**src/rtl/data_sw_sched.sv**
```systemverilog
// Round-robin scheduler sharing the original/complement code-switch datapath
// between requesters A and B. Optional feature: DATA_SW_SAME_MODE_BYPASS_EN.
module data_sw_sched #(
  parameter int SETTLE = 2,
  parameter int LEN_W  = 4
) (
  input  logic             clk,
  input  logic             res,
  input  logic             req_a,
  input  logic             mode_a,
  input  logic [LEN_W-1:0] len_a,
  input  logic             req_b,
  input  logic             mode_b,
  input  logic [LEN_W-1:0] len_b,
  output logic             gnt_a,
  output logic             gnt_b,
  output logic             sw,
  output logic             owner,
  output logic             busy,
  output logic             data_vld,
  output logic             done
);

  typedef enum logic [1:0] {IDLE, SWITCH, RUN} state_t;

  state_t           state, state_d;
  logic [3:0]       settle_cnt;
  logic [LEN_W-1:0] run_cnt;
  logic             last_owner;

  logic             grant;
  logic             win;
  logic             win_mode;
  logic [LEN_W-1:0] win_len;

  // Arbitration and next state. A tie goes to whoever did not own last.
  always_comb begin
    // NOTE: every signal gets a default before any branch so no latch is inferred.
    state_d  = state;
    grant    = (state == IDLE) && (req_a || req_b);
    win      = (req_a && req_b) ? ~last_owner : req_b;
    win_mode = win ? mode_b : mode_a;
    win_len  = win ? len_b : len_a;
    case (state)
      IDLE: if (grant) begin
`ifdef DATA_SW_SAME_MODE_BYPASS_EN
        state_d = (win_mode == sw) ? RUN : SWITCH;
`else
        state_d = SWITCH;
`endif
      end
      SWITCH:  if (settle_cnt == 4'd0) state_d = RUN;
      RUN:     if (run_cnt == '0) state_d = IDLE;
      default: state_d = IDLE;
    endcase
  end

  always_ff @(posedge clk) begin
    // NOTE: sequential state is assigned with <= so all flops update together.
    if (res) state <= IDLE;
    else     state <= state_d;
  end

  always_ff @(posedge clk) begin
    if (res) begin
      sw         <= 1'b0;
      owner      <= 1'b0;
      last_owner <= 1'b1;
      gnt_a      <= 1'b0;
      gnt_b      <= 1'b0;
      settle_cnt <= 4'd0;
      run_cnt    <= '0;
    end else begin
      gnt_a <= grant && !win;
      gnt_b <= grant && win;
      if (grant) begin
        sw         <= win_mode;
        owner      <= win;
        run_cnt    <= win_len;
        settle_cnt <= 4'(SETTLE - 1);
      end else begin
        if (state == SWITCH && settle_cnt != 4'd0)
          settle_cnt <= settle_cnt - 4'd1;
        // last_owner only moves on a completed burst, so an aborted one leaves it alone.
        if (state == RUN) begin
          if (run_cnt != '0) run_cnt    <= run_cnt - LEN_W'(1);
          else               last_owner <= owner;
        end
      end
    end
  end

  // Status flags are pure decodes of the state and counter flops.
  assign busy     = (state != IDLE);
  assign data_vld = (state == RUN);
  assign done     = (state == RUN) && (run_cnt == '0);

endmodule
```
**config.mk**
```make
export PLATFORM = sky130hd
export DESIGN_NAME = data_sw_sched
export DESIGN_NICKNAME = d
export VERILOG_FILES = /design/src/rtl/data_sw_sched.sv
export SDC_FILE = /design/constraint.sdc
export NUM_CORES = 1
export LEC_CHECK = 0
export ABC_AREA = 1
export CAP_MARGIN = 20
export CORE_MARGIN = 3
export CORE_UTILIZATION = 45
export CTS_CLUSTER_SIZE = 12
export DETAILED_ROUTE_END_ITERATION = 10
export PLACE_DENSITY = 0.75
export SYNTH_ARGS = -nofsm -noshare
export SYNTH_HDL_FRONTEND = slang
export SYNTH_SLANG_ARGS = --single-unit
```
**constraint.sdc**
```tcl
create_clock -name clk -period 1.7 [get_ports clk]
set_input_delay 0.17 -clock clk [delete_from_list [all_inputs] [get_ports clk]]
set_output_delay 0.17 -clock clk [all_outputs]
set_load 0.005 [all_outputs]
```
==> key figures, run 1 <==
Outcome
  – Status: finished clean

Yosys
  – Synth cell types: 25
  – Mean post-synth cell area: 6.77 sq um
  – Sequential fraction of the synthesis area: 0.352
  – Mapped Area: 853 sq um
  – Top cells by area, synth: dfxtp_1, nand2_1, nand3_1, inv_1, nor2_1
  – Main synth FF type: dfxtp_1
  – Proportion of netlist area held by the largest area contributor: 0.352
  – Yosys top cell by area: dfxtp_1
  – Mapped Cells: 126
  – Mapped Nets: 142
  – Synthesis Warnings: 0
  – Register bit total from synthesis: 15
  – Async set-reset flop share out of synthesis: 0
  – Number of synthesized flops with an enable pin: 0

STA
  – Slew Limit Headroom: 0.841
  – Final min period: 1.62 ns
  – Final hold viol count: 0
  – Worst-Margin Slew: 0.238 ns
  – Final-report setup violation count: 0
  – Final TNS setup: 0 ns
  – Final count of pins violating max slew: 0
  – FMAX: between 0.6 and 0.7 GHz
  – RSZ-0062 raised after global routing: no
  – Clock skew: 0.00742 ns
  – Tcrit/Tclk final: 0.952

Placed design
  – Post-DP HPWL: 1470 um
  – Routability congestion estimate from global placement: 0.771
  – DP Area: 1080 sq um
  – Port Buffers: 20

Worst setup path
  – Startpoint types: flip-flop
  – Largest delay share family, worst path: buffers and inverters
  – Setup CP Type: reg2out
  – Data required, critical path: 1.53 ns
  – Worst-path fanout max: 4
  – Worst setup EP type: primary output
  – Worst path max stage delay: 0.54 ns
  – Worst EP arrival: around 1.5 ns
  – CP max-delay cell: clkdlybuf4s50_1
  – CP bufs+invs: 2
  – Crit path cell chain: inv_2, nor2_4, clkdlybuf4s50_1

GRT
  – Grt ovf: 0
  – Vias in the first global route: 787
  – Global-route wire length before repair: 3290 um
  – Largest net degree at the start of global routing: 16
  – Total GRT Usage: 0.171
  – Antenna violations before repair: 0

Pwr
  – Leakage: 0.522 nW
  – VDD IR-drop max: about 0.46 mV
  – Pwr/cell area: 1000 nW/um^2

Min path
  – Worst Hold Class: in2reg

Routing
  – Routed wire length: 1860 um
  – DR vias: 829
  – Vias per cell: 4.71
  – Final ANT Viol Nets: 0
  – Residual DRC: 0
  – Routed len/inst: 10.6 um
  – Pre-Repair DR Iteration Count: 4
  – Iter 0 DRT Violations: 23

Layout
  – N_diodes: 0
  – Fillcell total: 170
  – Commonest cells after routing, fill and taps aside: nand2_1, clkdlybuf4s50_1, dfxtp_1, inv_1, nor2_1
  – Footprint of the multi-input gates: between 400 and 500 sq um
  – Fin nets: around 170
  – FF/Latch Area: 300 sq um
  – Layout cells sized above 1: 0.152
  – P&R area growth vs syn: 30.4%
  – Most common cell after layout, fill and taps aside: nand2_1
  – Design area: 1110 sq um

CTS
  – Clock sink count: 15
  – Skew-Pair Late Insertion Delay: 0.28 ns
  – TritonCTS clock tree: yes
  – Htree depth: 1
  – Post-CTS Setup Bufs: 0
  – CTS Buffer Depth: 2
  – Clk root buf: clkbuf_4
  – TritonCTS buffer count: 3
  – Hold_buf cts: 0
  – Clock Pin Slew Worst Setup and Hold Paths: roughly 0.090 ns

Floorplan
  – Cell Rows: 15
  – Die span in y: 49.5 um
  – DIE WIDTH: 49.5 um
  – Die area: between 2000 and 2500 sq um
  – IO Pins: 21
  – Initial core utilization: 0.484
  – Core Box Area: 1760 sq um

Flow run
  – Max_cap viols: 0
==> state kept, by name, summed over array words and instances, names as in the netlist <==
name	cells
settle_cnt	4
owner	1
state	2
gnt_a	1
gnt_b	1
sw	1
run_cnt	4
last_owner	1
==> stage by stage <==
stage	instances	total power [W]	setup slack [ns]	utilization	hold slack, ns
after floorplan	126	0.000782	0.525	-	0.239
after global placement	172	0.000909	0.195	0.615	0.460
after detailed placement	172	0.000922	0.189	0.615	0.473
after CTS	176	0.00112	0.0771	0.630	0.439
after global routing	176	0.00121	0.0135	0.630	0.443
final	176	0.00111	0.0824	0.630	0.431
==> layer usage <==
metal	wire, um	part of all wire	global-route usage	up-vias
met5	0	0	0	-
met4	9	0.0048	0.0553	0
met3	169	0.091	0.0634	2
met1	837	0.45	0.205	354
met2	848	0.45	0.280	28
li1	-	-	-	445
==> power by group <==
group | internal [W] | leakage (nW) | switching, W
Sequential | 0.000404 | 0.123 | 0.0000402
Combinational | 0.000208 | 0.384 | 0.000261
Clock | 0.0000911 | 0.0150 | 0.000110
Total | 0.000703 | 0.522 | 0.000411
==> area by class of cell <==
class                      instances  area share
multi-input combinational         91       0.421
tap                               25      0.0281
sequential                        15       0.270
inverter                          19      0.0652
clock buffer                       4      0.0236
timing repair buffer              22       0.192
==> Yosys cell counts, types with 2 or more instances <==
| cell | count |
|---|---|
| inv_1 | 13 |
| a21oi_2 | 2 |
| nor2_1 | 13 |
| dfxtp_1 | 15 |
| nand2_1 | 37 |
| ha_1 | 2 |
| o21ai_0 | 3 |
| a21oi_1 | 6 |
| nor2_4 | 2 |
| nand2_2 | 3 |
| nand3_1 | 12 |
| inv_2 | 5 |
==> worst min-delay path, stage by stage <==
cell and delay [ns]:
clkdlybuf4s50_1 0.40, nand2_1 0.07, nand2_1 0.04
==> cells by family after synthesis <==
group | count (synthesis) | share of synthesized area
fa+ha+maj | 2 | 0.0293
flops | 15 | 0.352
buf+inv | 20 | 0.103
compound gates | 15 | 0.106
simple gates | 73 | 0.400
xor+xnor | 1 | 0.0103
==> worst paths after layout <==
path	start	endpoint	slack, ns	depth (start not counted)
setup / recovery	state[1]$_SDFFE_PP0P_	data_vld	0.08	3
hold / removal	mode_a	sw$_SDFFE_PP0P_	0.43	3
setup reg to reg	run_cnt[0]$_SDFFE_PP0P_	run_cnt[0]$_SDFFE_PP0P_	0.33	8
hold reg to reg	settle_cnt[0]$_SDFFE_PP0P_	settle_cnt[0]$_SDFFE_PP0P_	0.48	2
==> what timing repair did <==
item | 4_1_cts | 5_1_grt
endpoints found under the hold margin | 0 | 0
endpoints found under the setup margin | 1 | 0
gates resized for setup | 2 | 0
(Power assumes the default switching activity.)
==> inputs of run 2 (changes only) <==
--- a/config.mk
+++ b/config.mk
@@ -11,7 +11,7 @@
 export CORE_UTILIZATION = 45
 export CTS_CLUSTER_SIZE = 12
 export DETAILED_ROUTE_END_ITERATION = 10
-export PLACE_DENSITY = 0.75
+export PLACE_DENSITY = 0.79
 export SYNTH_ARGS = -nofsm -noshare
 export SYNTH_HDL_FRONTEND = slang
 export SYNTH_SLANG_ARGS = --single-unit
==> run 2 against run 1 <==
Against the previous run: clock skew fell by 0.0043 ns; utilization is 0.21 points higher; die area did not move; worst setup slack improved by 0.068 ns; register-to-register slack is essentially flat; cell count is the same; non-clock buffer count did not move; power rose by 0.60%; sequential power about the same; clock power barely moved; fmax increased by 4.4%; first-iteration DRC count down 70%; critical path type unchanged.
==> key figures, run 2 (synthesis results as in run 1) <==
Floorplan
  – Cell Rows: 15 (unchanged)
  – IO Pins: 21 (unchanged)
  – DIE WIDTH: 49.5 um (unchanged)
  – Core Box Area: 1760 sq um (unchanged)
  – Die area: 2450 sq um (unchanged)
  – Initial core utilization: 0.484 (unchanged)
  – Die span in y: 49.5 um (unchanged)

Min path
  – Hold wc startpoint: mode_a (unchanged)
  – WHS Endpoint: sw$_SDFFE_PP0P_ (unchanged)
  – Hold Crit Depth: 3 (unchanged)
  – Worst Hold Class: in2reg (unchanged)

Worst setup path
  – CP max-delay cell: clkdlybuf4s50_1 (unchanged)
  – Reg2Reg Setup Slack: 0.33 ns (about the same)
  – Worst EP arrival: 1.38 ns (was 1.45 ns)
  – Setup CP Type: reg2out (unchanged)
  – Worst path max stage delay: 0.53 ns (was 0.54 ns)
  – Crit path cell chain: inv_2, nor2_4, clkdlybuf4s50_1 (unchanged)
  – R2R depth: 8 (unchanged)
  – Worst-path fanout max: 4 (unchanged)
  – R2R Path End: run_cnt[0]$_SDFFE_PP0P_ (unchanged)
  – Data required, critical path: 1.53 ns (about the same)
  – Startpoint types: flip-flop (unchanged)
  – Worst setup EP type: primary output (unchanged)
  – R2r startpoint: run_cnt[0]$_SDFFE_PP0P_ (unchanged)

CTS
  – Clock Pin Slew Worst Setup and Hold Paths: 0.09 ns (about the same)
  – TritonCTS clock tree: yes (unchanged)
  – Hold_buf cts: 0 (unchanged)
  – Clk root buf: clkbuf_4 (unchanged)
  – TritonCTS buffer count: 3 (unchanged)
  – Clock sink count: 15 (unchanged)
  – CTS Buffer Depth: 2 (unchanged)
  – Htree depth: 1 (unchanged)
  – Skew-Pair Late Insertion Delay: 0.28 ns (about the same)

STA
  – Final count of pins violating max slew: 0 (unchanged)
  – RSZ-0062 raised after global routing: no (unchanged)
  – FMAX: 0.645 GHz (was 0.618 GHz)
  – Slew Limit Headroom: 0.838 (was 0.841)
  – Clock skew: 0.00310 ns (was 0.00742 ns)
  – Tcrit/Tclk final: 0.912 (was 0.952)
  – Worst-Margin Slew: 0.243 ns (was 0.238 ns)
  – Final hold viol count: 0 (unchanged)
  – WHS: 0.432 ns (was 0.431 ns)
  – Final TNS setup: 0 ns (unchanged)
  – Final min period: 1.55 ns (was 1.62 ns)
  – Final-report setup violation count: 0 (unchanged)

Layout
  – N_diodes: 0 (unchanged)
  – Commonest cells after routing, fill and taps aside: nand2_1, clkdlybuf4s50_1, dfxtp_1 (was nand2_1, clkdlybuf4s50_1, dfxtp_1, inv_1, nor2_1)
  – Design area: 1120 sq um (was 1110 sq um)
  – Layout cells sized above 1: 0.172 (was 0.152)
  – Count of non-filler cells in the finished layout: 176 (unchanged)
  – Leading registers by flop count: run_cnt x4, settle_cnt x4, state x2 (unchanged)
  – Fin nets: 168 (unchanged)
  – Most common cell after layout, fill and taps aside: nand2_1 (unchanged)
  – P&R area growth vs syn: 30.8% (was 30.4%)
  – Fillcell total: 180 (was 170)

Pwr
  – VDD IR-drop max: 0.517 mV (was 0.455 mV)
  – Leakage: 0.522 nW (about the same)
  – Pwr/cell area: 1000 nW/um^2 (about the same)
  – Pwr Total: 0.00112 W (was 0.00111 W)

Placed design
  – Routability congestion estimate from global placement: 0.804 (was 0.771)
  – Post-DP HPWL: 1420 um (was 1470 um)
  – DP Area: 1080 sq um (unchanged)
  – Port Buffers: 20 (unchanged)
  – Placed Cells: 172 (unchanged)

Routing
  – Routed wire length: 1820 um (was 1860 um)
  – Pre-Repair DR Iteration Count: 4 (unchanged)
  – DR vias: 838 (was 829)
  – Vias per cell: 4.76 (was 4.71)
  – Routed len/inst: 10.3 um (was 10.6 um)
  – Final ANT Viol Nets: 0 (unchanged)
  – Iter 0 DRT Violations: 7 (was 23)
  – Residual DRC: 0 (unchanged)

GRT
  – Vias in the first global route: 734 (was 787)
  – Largest net degree at the start of global routing: 16 (unchanged)
  – Global-route wire length before repair: 3110 um (was 3290 um)
  – Grt ovf: 0 (unchanged)
  – Total GRT Usage: 0.163 (was 0.171)
  – Antenna violations before repair: 0 (unchanged)

Flow run
  – Max_cap viols: 0 (unchanged)

Outcome
  – Status: finished clean (unchanged)
-- run 2: cell type report --
cell class                 instances  area (sq um)  area share
timing repair buffer              22           214       0.192
clock buffer                       4          26.3      0.0235
multi-input combinational         91           470       0.422
tap                               25          31.3      0.0280
sequential                        15           302       0.270
inverter                          19          72.6      0.0650
-- run 2: report_power, final --
part	internal (W)	total, W	switching [W]
clock	0.0000910	0.000200	0.000109
sequential	0.000405	0.000447	0.0000424
combinational	0.000209	0.000474	0.000264
total	0.000705	0.00112	0.000415
-- run 2: how the worst max path moves through the flow --
stage,from,to,cells past startpoint
final,state[1]$_SDFFE_PP0P_,data_vld,3
after floorplan,run_cnt[0]$_SDFFE_PP0P_,run_cnt[0]$_SDFFE_PP0P_,8
after CTS,state[1]$_SDFFE_PP0P_,data_vld,3
after global routing,state[1]$_SDFFE_PP0P_,data_vld,3
after global placement,run_cnt[0]$_SDFFE_PP0P_,done,5
after detailed placement,run_cnt[0]$_SDFFE_PP0P_,done,5
-- run 2: routing by layer --
metal | vias to the layer above | routed length [um] | track usage
li1 | 449 | - | -
met1 | 364 | 839 | 0.190
met2 | 21 | 844 | 0.269
met3 | 4 | 106 | 0.0483
met4 | 0 | 27 | 0.0829
met5 | - | 0 | 0
-- run 2: critical path, delay by kind of cell, from the launching register on --
| kind | cells | cell delay (ns) |
|---|---|---|
| AND/OR/NAND/NOR | 1 | 0.13 |
| buffers and inverters | 2 | 0.59 |
| flip-flops | 1 | 0.39 |
-- run 2: what timing repair did --
| item | CTS | global route |
|---|---|---|
| gates resized for setup | 4 | 1 |
| setup endpoints to repair | 1 | 1 |
| pin swaps | 1 | 0 |
| buffers inserted | 0 | 0 |
| endpoints found under the hold margin | 0 | 0 |
-- run 2: through the flow --
step / utilization / worst slack [ns]
2_1_floorplan: - / 0.525
4_1_cts: 0.632 / 0.0684
5_1_grt: 0.633 / 0.0707
3_3_place_gp: 0.615 / 0.197
3_5_place_dp: 0.615 / 0.174
6_report: 0.633 / 0.150
==> inputs of run 3 (changes only) <==
--- a/config.mk
+++ b/config.mk
@@ -11,7 +11,9 @@
 export CORE_UTILIZATION = 45
 export CTS_CLUSTER_SIZE = 12
 export DETAILED_ROUTE_END_ITERATION = 10
+export GPL_TIMING_DRIVEN = 0
 export PLACE_DENSITY = 0.79
 export SYNTH_ARGS = -nofsm -noshare
 export SYNTH_HDL_FRONTEND = slang
 export SYNTH_SLANG_ARGS = --single-unit
+export TNS_END_PERCENT = 30
==> run 3 against run 2 <==
Against the previous run: clock power grew 10%; cell count is the same; clock skew up 0.0089 ns; sequential power about the same; utilization is 0.92 points higher; critical path type unchanged; critical endpoint unchanged.
==> key figures, run 3 (synthesis results as in run 1) <==
Outcome
  – Status: finished clean (unchanged)

Floorplan
  – Core Box Area: 1760 sq um (unchanged)
  – Die span in y: 49.5 um (unchanged)
  – IO Pins: 21 (unchanged)
  – Cell Rows: 15 (unchanged)
  – Initial core utilization: 0.484 (unchanged)
  – DIE WIDTH: 49.5 um (unchanged)
  – Die area: 2450 sq um (unchanged)

Worst setup path
  – Worst EP arrival: 1.41 ns (was 1.38 ns)
  – R2r startpoint: settle_cnt[0]$_SDFFE_PP0P_ (was run_cnt[0]$_SDFFE_PP0P_)
  – Data required, critical path: 1.53 ns (about the same)
  – CP Launch Point: state[1]$_SDFFE_PP0P_ (unchanged)
  – CP max-delay cell: clkdlybuf4s50_1 (unchanged)
  – Worst setup EP type: primary output (unchanged)
  – Worst-path fanout max: 4 (unchanged)
  – Setup CP Type: reg2out (unchanged)
  – Startpoint types: flip-flop (unchanged)
  – Worst path max stage delay: 0.53 ns (about the same)
  – Crit path cell chain: inv_2, nor2_4, clkdlybuf4s50_1 (unchanged)

Layout
  – Layout cells sized above 1: 0.185 (was 0.172)
  – Leading registers by flop count: run_cnt x4, settle_cnt x4, state x2 (unchanged)
  – P&R area growth vs syn: 32.7% (was 30.8%)
  – N_diodes: 0 (unchanged)
  – Commonest cells after routing, fill and taps aside: nand2_1, clkdlybuf4s50_1, dfxtp_1, inv_1, nor2_1 (was nand2_1, clkdlybuf4s50_1, dfxtp_1)
  – Most common cell after layout, fill and taps aside: nand2_1 (unchanged)
  – Fillcell total: 169 (was 180)
  – Fin nets: 168 (unchanged)

CTS
  – CTS Buffer Depth: 2 (unchanged)
  – Htree depth: 1 (unchanged)
  – TritonCTS buffer count: 3 (unchanged)
  – TritonCTS clock tree: yes (unchanged)
  – Clk root buf: clkbuf_4 (unchanged)
  – Skew-Pair Late Insertion Delay: 0.30 ns (was 0.28 ns)
  – Clock Pin Slew Worst Setup and Hold Paths: 0.11 ns (was 0.09 ns)
  – Hold_buf cts: 0 (unchanged)
  – Clock sink count: 15 (unchanged)

GRT
  – Largest net degree at the start of global routing: 11 (was 16)
  – Global-route wire length before repair: 3620 um (was 3110 um)
  – Total GRT Usage: 0.189 (was 0.163)
  – GRT busiest layer: met2 (unchanged)
  – Grt ovf: 0 (unchanged)
  – Met1 Usage GRT: 0.225 (was 0.190)
  – M3 GR Usage: 0.0514 (was 0.0483)
  – GRT met2 Usage: 0.302 (was 0.269)
  – Antenna violations before repair: 0 (unchanged)
  – Vias in the first global route: 853 (was 734)

Placed design
  – Place WS: 0.0630 ns (was 0.174 ns)
  – Port Buffers: 20 (unchanged)
  – Post-DP HPWL: 1480 um (was 1420 um)
  – Routability congestion estimate from global placement: 0.761 (was 0.804)

Pwr
  – Comb power frac: 0.427 (was 0.423)
  – VDD IR-drop max: 0.519 mV (was 0.517 mV)
  – Leakage: 0.526 nW (was 0.522 nW)
  – Sw frac: 0.383 (was 0.371)
  – NetSw: 0.000445 W (was 0.000415 W)
  – Pwr/cell area: 1030 nW/um^2 (was 1000 nW/um^2)
  – Sequential Power Share: 0.383 (was 0.399)
  – Clock share of power: 0.190 (was 0.178)
  – Internal: 0.000718 W (was 0.000705 W)

Min path
  – Hold wc startpoint: mode_a (unchanged)
  – Worst Hold Class: in2reg (unchanged)

Routing
  – Final ANT Viol Nets: 0 (unchanged)
  – Residual DRC: 0 (unchanged)
  – Pre-Repair DR Iteration Count: 4 (unchanged)
  – Routed len/inst: 10.8 um (was 10.3 um)
  – Vias per cell: 4.80 (was 4.76)
  – Iter 0 DRT Violations: 14 (was 7)
  – DR vias: 844 (was 838)
  – Routed wire length: 1890 um (was 1820 um)

STA
  – Final TNS setup: 0 ns (unchanged)
  – Final hold viol count: 0 (unchanged)
  – Clock skew: 0.0120 ns (was 0.00310 ns)
  – Final min period: 1.58 ns (was 1.55 ns)
  – Final count of pins violating max slew: 0 (unchanged)
  – FMAX: 0.634 GHz (was 0.645 GHz)
  – Final-report setup violation count: 0 (unchanged)
  – Worst-Margin Slew: 0.317 ns (was 0.243 ns)
  – Slew Limit Headroom: 0.788 (was 0.838)
  – Setup ws final: 0.124 ns (was 0.150 ns)
  – RSZ-0062 raised after global routing: no (unchanged)
  – Tcrit/Tclk final: 0.927 (was 0.912)

Flow run
  – Max_cap viols: 0 (unchanged)
run 3: changes by cell type in the layout (fill, tap and decap cells not counted):
cell,before,now
clkbuf_1,1,0
buf_8,0,1
buf_4,2,1
nand3_2,0,1
clkinvlp_4,0,1
nand3_1,12,11
run 3: area by class of cell:
cell class	count	area, sq um	share of cell area
Tap cell	25	31.3	0.0276
Multi-Input combinational cell	91	475	0.420
Buffer	1	15.0	0.0133
Clock buffer	3	22.5	0.0199
Timing Repair Buffer	21	206	0.182
Inverter	19	72.6	0.0641
Sequential cell	15	302	0.266
Clock inverter	1	7.51	0.00663
run 3: worst max-delay path: cells and delay by family, from the launching register on:
kind / cells / cell delay [ns]
buffers and inverters: 2 / 0.59
flip-flops: 1 / 0.39
AND/OR/NAND/NOR: 1 / 0.13
run 3: timing repair:
item,in CTS,in global routing
resized for setup,5,1
pin swaps,2,0
hold endpoints to repair,0,0
endpoints found under the setup margin,1,1
setup buffers,1,0
run 3: metrics by stage:
stage               instance area (sq um)   util  power, W  hold WS (ns)  instances
global route                         1130  0.642   0.00127         0.418        176
detailed placement                   1080  0.615  0.000924         0.476        171
finish                               1130  0.642   0.00116         0.424        176
floorplan                             853      -  0.000782         0.239        126
global placement                     1080  0.615  0.000904         0.471        171
CTS                                  1130  0.641   0.00117         0.420        176
run 3: power by group through the flow:
stage	Clock, W	Sequential, W	Combinational [W]
CTS	0.000230	0.000445	0.000496
global placement	0	0.000449	0.000455
finish	0.000221	0.000446	0.000497
floorplan	0	0.000446	0.000335
global route	0.000241	0.000454	0.000573
detailed placement	0	0.000452	0.000472
run 3: metal layers:
| metal | vias to the layer above | routed length [um] |
|---|---|---|
| li1 | 450 | - |
| met1 | 366 | 831 |
| met2 | 24 | 879 |
| met3 | 4 | 137 |
| met4 | 0 | 44 |
| met5 | - | 0 |
run 3: final timing paths:
path,to,cells past startpoint,slack (ns)
worst max-delay path,data_vld,3,0.12
worst min-delay path,sw$_SDFFE_PP0P_,3,0.42
worst max register to register,settle_cnt[1]$_SDFFE_PP0P_,7,0.46
worst min register to register,settle_cnt[0]$_SDFFE_PP0P_,2,0.49
